==> src/rtl/vim828_pkg.sv <==
// Shared constants and types for the VIM828 text front-end.
package vim828_pkg;

  // Segment bit positions within a 14-bit digit pattern (NMLK_JIHGF_EDCBA).
  typedef enum int unsigned {
    SegA = 0,
    SegB = 1,
    SegC = 2,
    SegD = 3,
    SegE = 4,
    SegF = 5,
    SegG = 6,
    SegH = 7,
    SegI = 8,
    SegJ = 9,
    SegK = 10,
    SegL = 11,
    SegM = 12,
    SegN = 13
  } seg_pos_e;

  localparam logic [13:0] BLANK = 14'h0000;

  typedef enum logic {
    StIdle,
    StLoad
  } load_state_e;

  typedef enum logic [1:0] {
    StWait,
    StFetch,
    StCommit
  } refresh_state_e;

  // Lowercase letters share the uppercase glyphs.
  function automatic logic [6:0] fold_case(input logic [6:0] c);
    if (c >= 7'h61 && c <= 7'h7a) begin
      return c - 7'h20;
    end
    return c;
  endfunction

endpackage

==> src/rtl/vim828_font14.sv <==
// Combinational 7-bit ASCII to 14-segment glyph ROM.
module vim828_font14
  import vim828_pkg::*;
(
  input  logic [6:0]  code_i,
  output logic [13:0] seg_o
);

  // Glyphs for 0x20..0x5F, eight codes per row.
  localparam logic [13:0] Glyph [64] = '{
    14'h0000, 14'h0208, 14'h0202, 14'h12CE, 14'h12ED, 14'h2C24, 14'h0D59, 14'h0200,
    14'h0C00, 14'h2100, 14'h3FC0, 14'h12C0, 14'h2000, 14'h00C0, 14'h1000, 14'h2400,
    14'h243F, 14'h0006, 14'h00DB, 14'h008F, 14'h00E6, 14'h0869, 14'h00FD, 14'h0007,
    14'h00FF, 14'h00EF, 14'h1200, 14'h2200, 14'h0C40, 14'h00C8, 14'h2180, 14'h1083,
    14'h02BB, 14'h00F7, 14'h128F, 14'h0039, 14'h120F, 14'h00F9, 14'h0071, 14'h00BD,
    14'h00F6, 14'h1209, 14'h001E, 14'h0C70, 14'h0038, 14'h0536, 14'h0936, 14'h003F,
    14'h00F3, 14'h083F, 14'h08F3, 14'h00ED, 14'h1201, 14'h003E, 14'h2430, 14'h2836,
    14'h2D00, 14'h1500, 14'h2409, 14'h0039, 14'h0900, 14'h000F, 14'h2800, 14'h0008
  };

  logic [6:0] folded;
  logic [5:0] idx;

  // Fold case, then look up printable codes; everything else is blank.
  always_comb begin
    folded = fold_case(code_i);
    idx    = 6'(folded - 7'h20);
    seg_o  = BLANK;
    if (folded >= 7'h20 && folded <= 7'h5f) begin
      seg_o = Glyph[idx];
    end
  end

endmodule

==> src/rtl/vim828_text_controller.sv <==
// Double-buffered text loader, scroller and frame builder for the VIM828 LCD driver.
module vim828_text_controller
  import vim828_pkg::*;
#(
  parameter int unsigned CLOCK_HZ  = 1_000_000,
  parameter int unsigned SCROLL_MS = 300,
  parameter int unsigned DEPTH     = 32,
  parameter int unsigned GAP       = 3
) (
  input  logic        Clock,
  input  logic        Reset,
  input  logic        Start_i,
  input  logic        End_i,
  input  logic [7:0]  Char_i,
  input  logic        Valid_i,
  output logic        Ready_o,
  output logic [13:0] Segments7_o,
  output logic [13:0] Segments6_o,
  output logic [13:0] Segments5_o,
  output logic [13:0] Segments4_o,
  output logic [13:0] Segments3_o,
  output logic [13:0] Segments2_o,
  output logic [13:0] Segments1_o,
  output logic [13:0] Segments0_o,
  output logic [7:0]  DecimalPoints_o,
  output logic        Updated_o
);

  localparam int unsigned AW    = $clog2(DEPTH);
  localparam int unsigned LW    = AW + 1;
  // Wide enough for offset + 7 before the single wrap subtraction.
  localparam int unsigned IW    = $clog2(DEPTH + GAP + 8) + 1;
  localparam int unsigned Ticks = CLOCK_HZ / 1000 * SCROLL_MS;
  localparam int unsigned TW    = (Ticks > 1) ? $clog2(Ticks) : 1;

  load_state_e    load_state_q, load_state_d;
  refresh_state_e ref_state_q, ref_state_d;

  logic [7:0]    mem_q [2][DEPTH];
  logic [7:0]    mem_d [2][DEPTH];
  logic [LW-1:0] len_q [2];
  logic [LW-1:0] len_d [2];
  logic          active_q, active_d;
  logic [IW-1:0] offset_q, offset_d;
  logic [TW-1:0] tick_q, tick_d;
  logic          pending_q, pending_d;
  logic [2:0]    digit_q, digit_d;
  logic [13:0]   stage_seg_q [8];
  logic [13:0]   stage_seg_d [8];
  logic [7:0]    stage_dp_q, stage_dp_d;
  logic [13:0]   out_seg_q [8];
  logic [13:0]   out_seg_d [8];
  logic [7:0]    out_dp_q, out_dp_d;

  logic          shadow;
  logic          accept;
  logic          commit;
  logic          tick;
  logic          scroll_en;
  logic          scroll_req;
  logic          refresh_req;
  logic [LW-1:0] act_len;
  logic [IW-1:0] span;
  logic [IW-1:0] idx_raw;
  logic [IW-1:0] idx;
  logic          blank;
  logic [7:0]    rd_char;
  logic [13:0]   font_seg;
  logic [2:0]    slot;

  assign shadow      = ~active_q;
  assign act_len     = len_q[active_q];
  assign span        = IW'(act_len) + IW'(GAP);
  assign scroll_en   = act_len > LW'(8);
  assign tick        = tick_q == TW'(Ticks - 1);
  // Start has priority over End and over a same-cycle data beat.
  assign commit      = (load_state_q == StLoad) && End_i && !Start_i;
  assign accept      = Valid_i && Ready_o && !Start_i;
  assign scroll_req  = tick && scroll_en && !commit;
  assign refresh_req = commit || scroll_req;

  // Load FSM state register.
  always_ff @(posedge Clock) begin
    if (Reset) begin
      load_state_q <= StIdle;
    end else begin
      load_state_q <= load_state_d;
    end
  end

  // Load FSM next state.
  always_comb begin
    load_state_d = load_state_q;
    if (Start_i) begin
      load_state_d = StLoad;
    end else if (load_state_q == StLoad && End_i) begin
      load_state_d = StIdle;
    end
  end

  // Load FSM outputs: ready only while loading with room left in the shadow bank.
  always_comb begin
    Ready_o = (load_state_q == StLoad) && (len_q[shadow] < LW'(DEPTH));
  end

  // Shadow bank writes, length bookkeeping and bank swap.
  always_comb begin
    mem_d    = mem_q;
    len_d    = len_q;
    active_d = active_q;
    if (Start_i) begin
      len_d[shadow] = '0;
    end else begin
      if (accept) begin
        mem_d[shadow][len_q[shadow][AW-1:0]] = Char_i;
        len_d[shadow] = len_q[shadow] + LW'(1);
      end
      if (commit) begin
        active_d = ~active_q;
      end
    end
  end

  // Scroll tick counter and offset; a commit restarts both.
  always_comb begin
    tick_d   = tick ? '0 : tick_q + TW'(1);
    offset_d = offset_q;
    if (commit) begin
      tick_d   = '0;
      offset_d = '0;
    end else if (scroll_req) begin
      if (offset_q + IW'(1) == span) begin
        offset_d = '0;
      end else begin
        offset_d = offset_q + IW'(1);
      end
    end
  end

  // Refresh FSM state register.
  always_ff @(posedge Clock) begin
    if (Reset) begin
      ref_state_q <= StWait;
    end else begin
      ref_state_q <= ref_state_d;
    end
  end

  // Refresh FSM next state: eight fetch cycles then one commit.
  always_comb begin
    ref_state_d = ref_state_q;
    unique case (ref_state_q)
      StWait: begin
        if (refresh_req || pending_q) begin
          ref_state_d = StFetch;
        end
      end
      StFetch: begin
        if (digit_q == 3'd7) begin
          ref_state_d = StCommit;
        end
      end
      StCommit: ref_state_d = StWait;
      default:  ref_state_d = StWait;
    endcase
  end

  // Refresh FSM outputs.
  always_comb begin
    Updated_o = (ref_state_q == StCommit);
  end

  // Requests arriving while busy collapse into one pending flag.
  always_comb begin
    pending_d = pending_q;
    if (ref_state_q == StWait) begin
      pending_d = 1'b0;
    end else if (refresh_req) begin
      pending_d = 1'b1;
    end
  end

  // Index of the character shown on the digit being fetched.
  always_comb begin
    idx_raw = offset_q + IW'(digit_q);
    if (!scroll_en) begin
      idx = IW'(digit_q);
    end else if (idx_raw >= span) begin
      idx = idx_raw - span;
    end else begin
      idx = idx_raw;
    end
    blank   = idx >= IW'(act_len);
    rd_char = mem_q[active_q][idx[AW-1:0]];
  end

  vim828_font14 u_font (
    .code_i (rd_char[6:0]),
    .seg_o  (font_seg)
  );

  // Staging fill during FETCH (digit 0 lands in slot 7) and atomic copy-out in COMMIT.
  always_comb begin
    slot        = ~digit_q;
    stage_seg_d = stage_seg_q;
    stage_dp_d  = stage_dp_q;
    digit_d     = '0;
    out_seg_d   = out_seg_q;
    out_dp_d    = out_dp_q;
    if (ref_state_q == StFetch) begin
      stage_seg_d[slot] = blank ? BLANK : font_seg;
      stage_dp_d[slot]  = blank ? 1'b0 : rd_char[7];
      digit_d           = digit_q + 3'd1;
    end
    if (ref_state_q == StCommit) begin
      out_seg_d = stage_seg_q;
      out_dp_d  = stage_dp_q;
    end
  end

  // Datapath registers.
  always_ff @(posedge Clock) begin
    if (Reset) begin
      len_q       <= '{default: '0};
      active_q    <= 1'b0;
      offset_q    <= '0;
      tick_q      <= '0;
      pending_q   <= 1'b0;
      digit_q     <= '0;
      stage_seg_q <= '{default: '0};
      stage_dp_q  <= '0;
      out_seg_q   <= '{default: '0};
      out_dp_q    <= '0;
    end else begin
      len_q       <= len_d;
      active_q    <= active_d;
      offset_q    <= offset_d;
      tick_q      <= tick_d;
      pending_q   <= pending_d;
      digit_q     <= digit_d;
      stage_seg_q <= stage_seg_d;
      stage_dp_q  <= stage_dp_d;
      out_seg_q   <= out_seg_d;
      out_dp_q    <= out_dp_d;
    end
  end

  // Message storage; contents are only meaningful below each bank's length.
  always_ff @(posedge Clock) begin
    mem_q <= mem_d;
  end

  assign Segments7_o     = out_seg_q[7];
  assign Segments6_o     = out_seg_q[6];
  assign Segments5_o     = out_seg_q[5];
  assign Segments4_o     = out_seg_q[4];
  assign Segments3_o     = out_seg_q[3];
  assign Segments2_o     = out_seg_q[2];
  assign Segments1_o     = out_seg_q[1];
  assign Segments0_o     = out_seg_q[0];
  assign DecimalPoints_o = out_dp_q;

endmodule

==> config.mk <==
export PLATFORM = sky130hd
export DESIGN_NAME = vim828_text_controller
export DESIGN_NICKNAME = d
export VERILOG_FILES = /design/src/rtl/vim828_pkg.sv /design/src/rtl/vim828_font14.sv /design/src/rtl/vim828_text_controller.sv
export SDC_FILE = /design/constraint.sdc
export NUM_CORES = 1
export LEC_CHECK = 0
export CAP_MARGIN = 20
export CORE_ASPECT_RATIO = 1.4
export CORE_UTILIZATION = 61
export DETAILED_ROUTE_END_ITERATION = 10
export HOLD_SLACK_MARGIN = 0.1
export PLACE_DENSITY = 0.76
export RECOVER_POWER = 100
export SLEW_MARGIN = 0
export SYNTH_ARGS = -nofsm -noshare
export SYNTH_HDL_FRONTEND = slang
export SYNTH_HIERARCHICAL = 1
export SYNTH_SLANG_ARGS = --single-unit
==> constraint.sdc <==
create_clock -name Clock -period 15.1 [get_ports Clock]
set_input_delay 3.02 -clock Clock [delete_from_list [all_inputs] [get_ports Clock]]
set_output_delay 3.02 -clock Clock [all_outputs]
set_load 0.02 [all_outputs]
# Word-level counts from Yosys, hierarchy flattened
# Memory sizes are Yosys's and may differ from the RTL's.
# Cells that the tools add are included.
[op_classes]
add_sub_neg = 9
multipliers = 0
div = 0
n_lt_le_gt_ge = 19
n_eq_ne = 7
shifts = 0
n_mux = 44
bitwise_logic = 12
n_reduce_logical = 27
[op_table]
columns = ["cell", "count"]
rows = [
  ["256-bit 2-to-1 mux", 4],
  ["512-bit bitwise mux", 1],
  ["256-bit demux with 1-bit select", 1],
  ["112-bit bitwise mux", 1],
  ["14-bit 2-to-1 mux", 5],
  ["14-bit demux with 3-bit select", 1],
  ["6-bit 2-to-1 mux", 7],
  ["8-bit binary-select mux with 5-bit select", 1],
  ["8-bit demux with 5-bit select", 1],
  ["7-bit 2-to-1 mux", 5],
  ["12-bit 2-to-1 mux", 2],
  ["8-bit 2-to-1 mux", 3],
  ["19-bit by 1-bit adder with 19-bit output (second input constant)", 1],
  ["19-bit equality test (second input constant)", 1],
  ["7-bit greater-or-equal comparator (second input constant)", 2],
  ["7-bit less-or-equal comparator (second input constant)", 2],
  ["1-bit logical AND", 13],
  ["12-bit bitwise AND", 1],
  ["12-bit bitwise mux", 1],
  ["6-bit greater-or-equal comparator (second input constant)", 2],
  ["12-bit NOT", 1],
  ["5-bit NOT with 6-bit output", 2],
  ["8-bit bitwise mux", 1],
  ["6-bit by 2-bit adder with 7-bit output (second input constant)", 1],
  ["41 further kinds", 58],
]
[totals]
register_bits = 798
latch_bits = 0
mem_bits_rw = 0
rom_bits = 896
in_bits = 13
out_inout_bits = 122
n_memories = 1
[memory_table]
columns = ["name", "depth", "width", "read_ports", "rd_ports_with_merged_regs", "write_ports", "line_no", "text"]
rows = [
  ["(no name shown)", 64, 14, 1, 0, 0, "vim828_font14.sv:30", "seg_o = Glyph[idx];"],
]

# Depth between registers and ports, before layout
[logic_depth]
word_depth = 24
mapped_depth = 33

# Cells and area by module
# The synthesis kept the hierarchy.
[modules_own_cells]
columns = ["mod", "instances", "cells_per_inst", "area_each_um2"]
rows = [
  ["vim828_text_controller", 1, 2417, 31456.4],
  ["vim828_font14", 1, 219, 1383.8],
]

# Worst setup path before layout
# OpenSTA, ideal clock, no wires.
[synth_path]
path_kind = "register to register"
start = "register digit_q[1]"
end = "register stage_seg_q[101] (netlist name)"
t_arrival_ns = 7.017
required_ns = 15.030
slack_ns = 8.012
stages_incl_launch_ff = 32
synth_period_minus_slack_ns = 7.088
path_cell_list = "dfxtp_1 > clkbuf_1 > inv_1 > fa_1 > nor2b_1 > o21ai_0 > xnor2_1 > ha_1 > a21o_1 > a21oi_1 > o21a_1 > mux2i_1 > nor2_1 > a21oi_4 > inv_2 > nand3_1 > o22ai_1 > or4_1 > nor4_1 > clkbuf_1 > inv_1 > ha_1 > clkbuf_1 > and4b_1 > nand2_1 > a211o_1 > nand3_4 > buf_6 > o32ai_1 > and2_1 > nand2_1 > a21oi_1"
[synth_via]
elab_chain_len = 20
elab_cells_between_ends = 35
classes_between = "4 x add/sub; 8 x order compare; 15 x mux; 4 x bitwise; 3 x reduce/logical; 1 x memory"
[synth_rtl]
columns = ["item", "line_no", "text"]
rows = [
  ["start, declared", "vim828_text_controller.sv:47", "logic [2:0] digit_q, digit_d;"],
  ["start signal, assigned", "vim828_text_controller.sv:240", "digit_q <= digit_d;"],
  ["7-bit by 3-bit adder with 7-bit output", "vim828_text_controller.sv:185", "idx_raw = offset_q + IW'(digit_q);"],
  ["7-bit subtractor or 7-bit greater-or-equal comparator (tied branches)", "vim828_text_controller.sv:189, vim828_text_controller.sv:188", ""],
  ["7-bit 2-to-1 mux", "vim828_text_controller.sv:188", "end else if (idx_raw >= span) begin"],
  ["7-bit 2-to-1 mux (*)", "vim828_text_controller.sv:186", "if (!scroll_en) begin"],
  ["5-bit NOT with 6-bit output (implied by the code) (*)", "vim828_text_controller.sv:194", "rd_char = mem_q[active_q][idx[AW-1:0]];"],
  ["8-bit binary-select mux with 5-bit select (*)", "vim828_text_controller.sv:194", ""],
  ["8-bit 2-to-1 mux (implied by the code) (*) (2 in a row)", "vim828_text_controller.sv:194", ""],
  ["net rd_char[1]", "vim828_text_controller.sv:67", "logic [7:0] rd_char;"],
  ["(+4 left out)", "--", ""],
  ["6-bit subtractor", "vim828_font14.sv:27", "idx = 6'(folded - 7'h20);"],
  ["6-bit NOT with 7-bit output (implied by the code)", "vim828_font14.sv:30", ""],
  ["memory read 64 x 14 bit", "--", ""],
  ["14-bit 2-to-1 mux (implied by the code) (2 in a row)", "vim828_font14.sv:30", ""],
  ["14-bit 2-to-1 mux (*)", "vim828_font14.sv:29", "if (folded >= 7'h20 && folded <= 7'h5f) begin"],
  ["net font_seg[3]", "vim828_text_controller.sv:68", "logic [13:0] font_seg;"],
  ["14-bit 2-to-1 mux (*)", "vim828_text_controller.sv:211", "stage_seg_d[slot] = blank ? BLANK : font_seg;"],
  ["112-bit bitwise mux (*)", "vim828_text_controller.sv:211", ""],
  ["end signal, assigned", "vim828_text_controller.sv:241", "stage_seg_q <= stage_seg_d;"],
  ["end, declared", "vim828_text_controller.sv:48", "logic [13:0] stage_seg_q [8];"],
]
# The timed path passes the listed nets; every way through them passes the cells marked *. The select of a mux whose other input is x is not followed.
# A chain may end at the register's enable or synchronous reset.

# Worst setup path in the final report
[layout_path]
start = "register active_q"
end = "register stage_seg_q[15] (netlist name)"
[layout_via]
elab_chain_len = 24
elab_cells_between_ends = 36
classes_between = "4 x add/sub; 7 x order compare; 19 x mux; 3 x bitwise; 2 x reduce/logical; 1 x memory"
[layout_rtl]
columns = ["item", "line_no", "text"]
rows = [
  ["start, declared", "vim828_text_controller.sv:43", "logic active_q, active_d;"],
  ["start signal, assigned", "vim828_text_controller.sv:236", "active_q <= active_d;"],
  ["1-bit NOT with 2-bit output (implied by the code) (*)", "vim828_text_controller.sv:72, vim828_text_controller.sv:194", ""],
  ["6-bit 2-to-1 mux (implied by the code) (3 in a row)", "vim828_text_controller.sv:72", "assign act_len = len_q[active_q];"],
  ["6-bit by 2-bit adder with 7-bit output", "vim828_text_controller.sv:73", "assign span = IW'(act_len) + IW'(GAP);"],
  ["7-bit subtractor or 7-bit greater-or-equal comparator (tied branches)", "vim828_text_controller.sv:189, vim828_text_controller.sv:188", ""],
  ["7-bit 2-to-1 mux", "vim828_text_controller.sv:188", ""],
  ["7-bit 2-to-1 mux", "vim828_text_controller.sv:186", ""],
  ["5-bit NOT with 6-bit output (implied by the code)", "vim828_text_controller.sv:194", ""],
  ["8-bit binary-select mux with 5-bit select (*)", "vim828_text_controller.sv:194", ""],
  ["(+2 left out)", "--", ""],
  ["net rd_char[2]", "vim828_text_controller.sv:67", ""],
  ["(+4 left out)", "--", ""],
  ["6-bit subtractor", "vim828_font14.sv:27", ""],
  ["6-bit NOT with 7-bit output (implied by the code)", "vim828_font14.sv:30", ""],
  ["memory read 64 x 14 bit", "--", ""],
  ["14-bit 2-to-1 mux (implied by the code) (2 in a row)", "vim828_font14.sv:30", ""],
  ["14-bit 2-to-1 mux (*)", "vim828_font14.sv:29", ""],
  ["net font_seg[1]", "vim828_text_controller.sv:68", ""],
  ["14-bit 2-to-1 mux (*)", "vim828_text_controller.sv:211", ""],
  ["112-bit bitwise mux (*)", "vim828_text_controller.sv:211", ""],
]
# Marks and branches as above.

==> summary.txt <==
Outcome
  • Status: complete, but fails checks
  • Failing checks: capacitance limit, slew limit

Floorplan
  • Die height: 277 um
  • Starting density of the core: 61.8%
  • Num ports: 135
  • Die Area: 0.0548 mm2
  • Die extent in x: 198 um
  • CORE AREA: 0.0532 mm2
  • Row count: 100

Clock tree
  • Hold Buf Count CTS: 0
  • CTS resizes: 0
  • Number of buffers created by CTS: 73
  • CTS H-Tree Depth: 3
  • Worst skew pair latency: 0.64 ns
  • Setup Buffers After CTS: 0
  • CTS tree: done
  • Clk Tree Root Cell: clkbuf_16
  • CTS Buffer Depth: 3
  • CTS sink cnt: 798
  • Clock-pin slew on the worst setup and hold paths: 0.07 ns

Layout
  • Largest Register: mem_q
  • P&R area growth vs syn: 12.4%
  • Final #Nets: 2773
  • Final core occ: 69.4%
  • Finished Layout Cells: 3496
  • Diodes inserted: 0
  • Number of flip-flops in the largest register: 512
  • Top Registers: mem_q x512, stage_seg_q x112, tick_q x19
  • Fill cells: 3664
  • Share of cells above drive strength 1: 10.3%

STA
  • Setup violations, final: 0
  • Clock Skew: 0.0289 ns
  • Final Hold Fails: 0
  • Fin crit period: 11.51 ns
  • Max-slew headroom: -166%
  • Worst slew pin tran: 3.98 ns
  • RSZ-0062 raised after global routing: false
  • Upper clock frequency limit: 86.9 MHz
  • Final Max Slew Viols: 705
  • Tcrit/Tclk final: 76.2%
  • Worst hold margin: 0.449 ns
  • Total negative setup slack: 0 ns
  • PnR worst setup slack: 3.59 ns

Drt
  • Vias: 22006
  • DR pass1 iterations: 8
  • Drt drc: 0
  • Routed Antenna Nets: 0
  • DR iter-0 viols: 2054
  • Vias per cell: 6.29
  • Final wirelength: 83300 um
  • Avg WL per Cell: 23.8 um

Pwr
  • P per Cell Area: 117 mW/mm2
  • Worst IR Drop VDD: 107 uV
  • Static Leak: 12.1 nW

Synth
  • Main synth FF type: edfxtp_1
  • Syn Inst Count: 2636
  • Count leader, synth: edfxtp_1
  • Async SR Flop Fraction: 0%
  • Mapped Area: 0.0328 mm2
  • Synth area leaders: edfxtp_1 47%, dfxtp_1 17%, mux4_2 8.4%, nand2_1 5.4%, a21oi_1 4.4%
  • Mapped Nets: 2686
  • Post-synth EDFFs: 512
  • Seq/Total Area, Yosys: 64.3%
  • Post-synth top cells: 512 x edfxtp_1, 474 x nand2_1, 290 x a21oi_1, 286 x dfxtp_1, 240 x nor2_1
  • Netlist cell types: 87
  • Synth warn: 6
  • Syn Area/Cell: 12.5 um2
  • Leading area contributor after synthesis: edfxtp_1
  • Synthesized flop and latch total: 798
  • Post-synth top area share: 46.8%

Setup path
  • Crit. End Element: register
  • Crit-path max FO: 75
  • CP arrival: 12.02 ns
  • Worst path slowest cell: dfxtp_1
  • Flop2flop setup slack: 3.59 ns
  • Worst Path Buf+Inv: 3
  • Critical Path RT: 15.61 ns
  • Crit path max-delay family: simple AND/OR/NAND/NOR gates
  • Startpoint Class: register
  • Setup CP Type: reg2reg
  • Crit-path max cell delay: 1.54 ns

Global route
  • Largest net degree at the start of global routing: 99
  • GR Util All Layers: 30.4%
  • Grt ovf: 0
  • First-pass GRT wire length: 125000 um
  • Initial antenna violation count: 1
  • Vias in the first global route: 21308

Hold path
  • Worst Hold Class: reg2reg

Placed design
  • Pre-CTS worst setup slack: 5.40 ns
  • Placer Congestion: 0.927
  • Hpwl dp: 53700 um
  • Number of port buffers: 134
  • Inst Count DP: 3353

Job
  • MaxCap Viol Count: 13
[stage by stage]
| step | total power (W) | area (um2) |
|---|---|---|
| finish | 0.00432 | 36900 |
| global route | 0.00442 | 36900 |
| CTS | 0.00433 | 36900 |
| detailed placement | 0.00250 | 34600 |
| global placement | 0.00250 | 34500 |
| floorplan | 0.00246 | 32800 |
[path summary, 6_finish.rpt]
| check | to | cells after the start | from |
|---|---|---|---|
| setup / recovery | stage_seg_q[15] | 26 | active_q |
| hold / removal | Segments7_o[5] | 2 | stage_seg_q[5] |
| setup reg to reg | stage_seg_q[15] | 26 | active_q |
| hold reg to reg | Segments7_o[5] | 2 | stage_seg_q[5] |
[layer usage]
layer	track usage, %	part of all wire (%)	wire (um)	vias to the layer above
met5	0	0.016	13	-
met4	18.5	6.4	5300	2
met3	4.07	7.0	5840	269
met2	51.9	51	42400	1091
met1	36.6	36	29800	10809
li1	-	-	-	9835
[cell usage in the layout (no fill, tap or decap), drive strengths merged, types with 7 or more instances in the layout]
cell | Yosys | layout
nand3 | 36 | 36
xor2 | 18 | 18
inv | 30 | 37
nand4 | 12 | 12
o32ai | 9 | 9
or4 | 16 | 16
xnor2 | 25 | 25
mux2i | 19 | 19
o22ai | 52 | 52
a22oi | 10 | 10
and2 | 26 | 26
a211oi | 10 | 10
clkinv | 2 | 20
mux4 | 122 | 122
dlygate4sd3 | 0 | 122
dfxtp | 286 | 286
nor4 | 13 | 13
a21oi | 292 | 292
nor2 | 240 | 240
edfxtp | 512 | 512
a31oi | 7 | 7
o21ai | 47 | 47
nor3 | 22 | 22
o211ai | 12 | 12
and3 | 13 | 13
nand3b | 11 | 11
nand2b | 12 | 12
ha | 35 | 35
nand2 | 476 | 476
clkbuf | 110 | 122
mux2 | 10 | 10
bufinv | 0 | 7
nor2b | 32 | 32
buf | 47 | 19
[where the power goes]
group,switching (W),total [W],internal [W]
sequential,0.00000332,0.00232,0.00232
clock,0.000808,0.00186,0.00105
combinational,0.0000909,0.000134,0.0000430
[final cells by class]
type	count	area, um2	area share, %
clock inverters	37	410	1.11
repair buffers	169	1540	4.17
clock buffers	97	1980	5.37
flip-flops and latches	798	21100	57.2
well taps	714	893	2.42
inverters	32	121	0.329
multi-input cells	1649	10900	29.4
[cell families (layout without fill, tap and decap cells)]
kind of cell / Yosys count / count (layout) / share of synthesized area [%]
and+or+nand+nor: 925 / 925 / 12.3
DFF: 798 / 798 / 64.3
AOI/OAI and AO/OA: 493 / 493 / 8.91
buffers and inverters: 189 / 335 / 2.63
muxes: 151 / 151 / 9.35
xor gates and xnor gates: 43 / 43 / 1.15
adders and majority gates: 37 / 37 / 1.46
[tightest hold or removal path, cell delays in order, from the launching register on]
cell     delay [ns]
dfxtp_1        0.31
nand2_1        0.06
a21oi_1        0.05
Note: power is estimated with default switching activity, not from simulation.
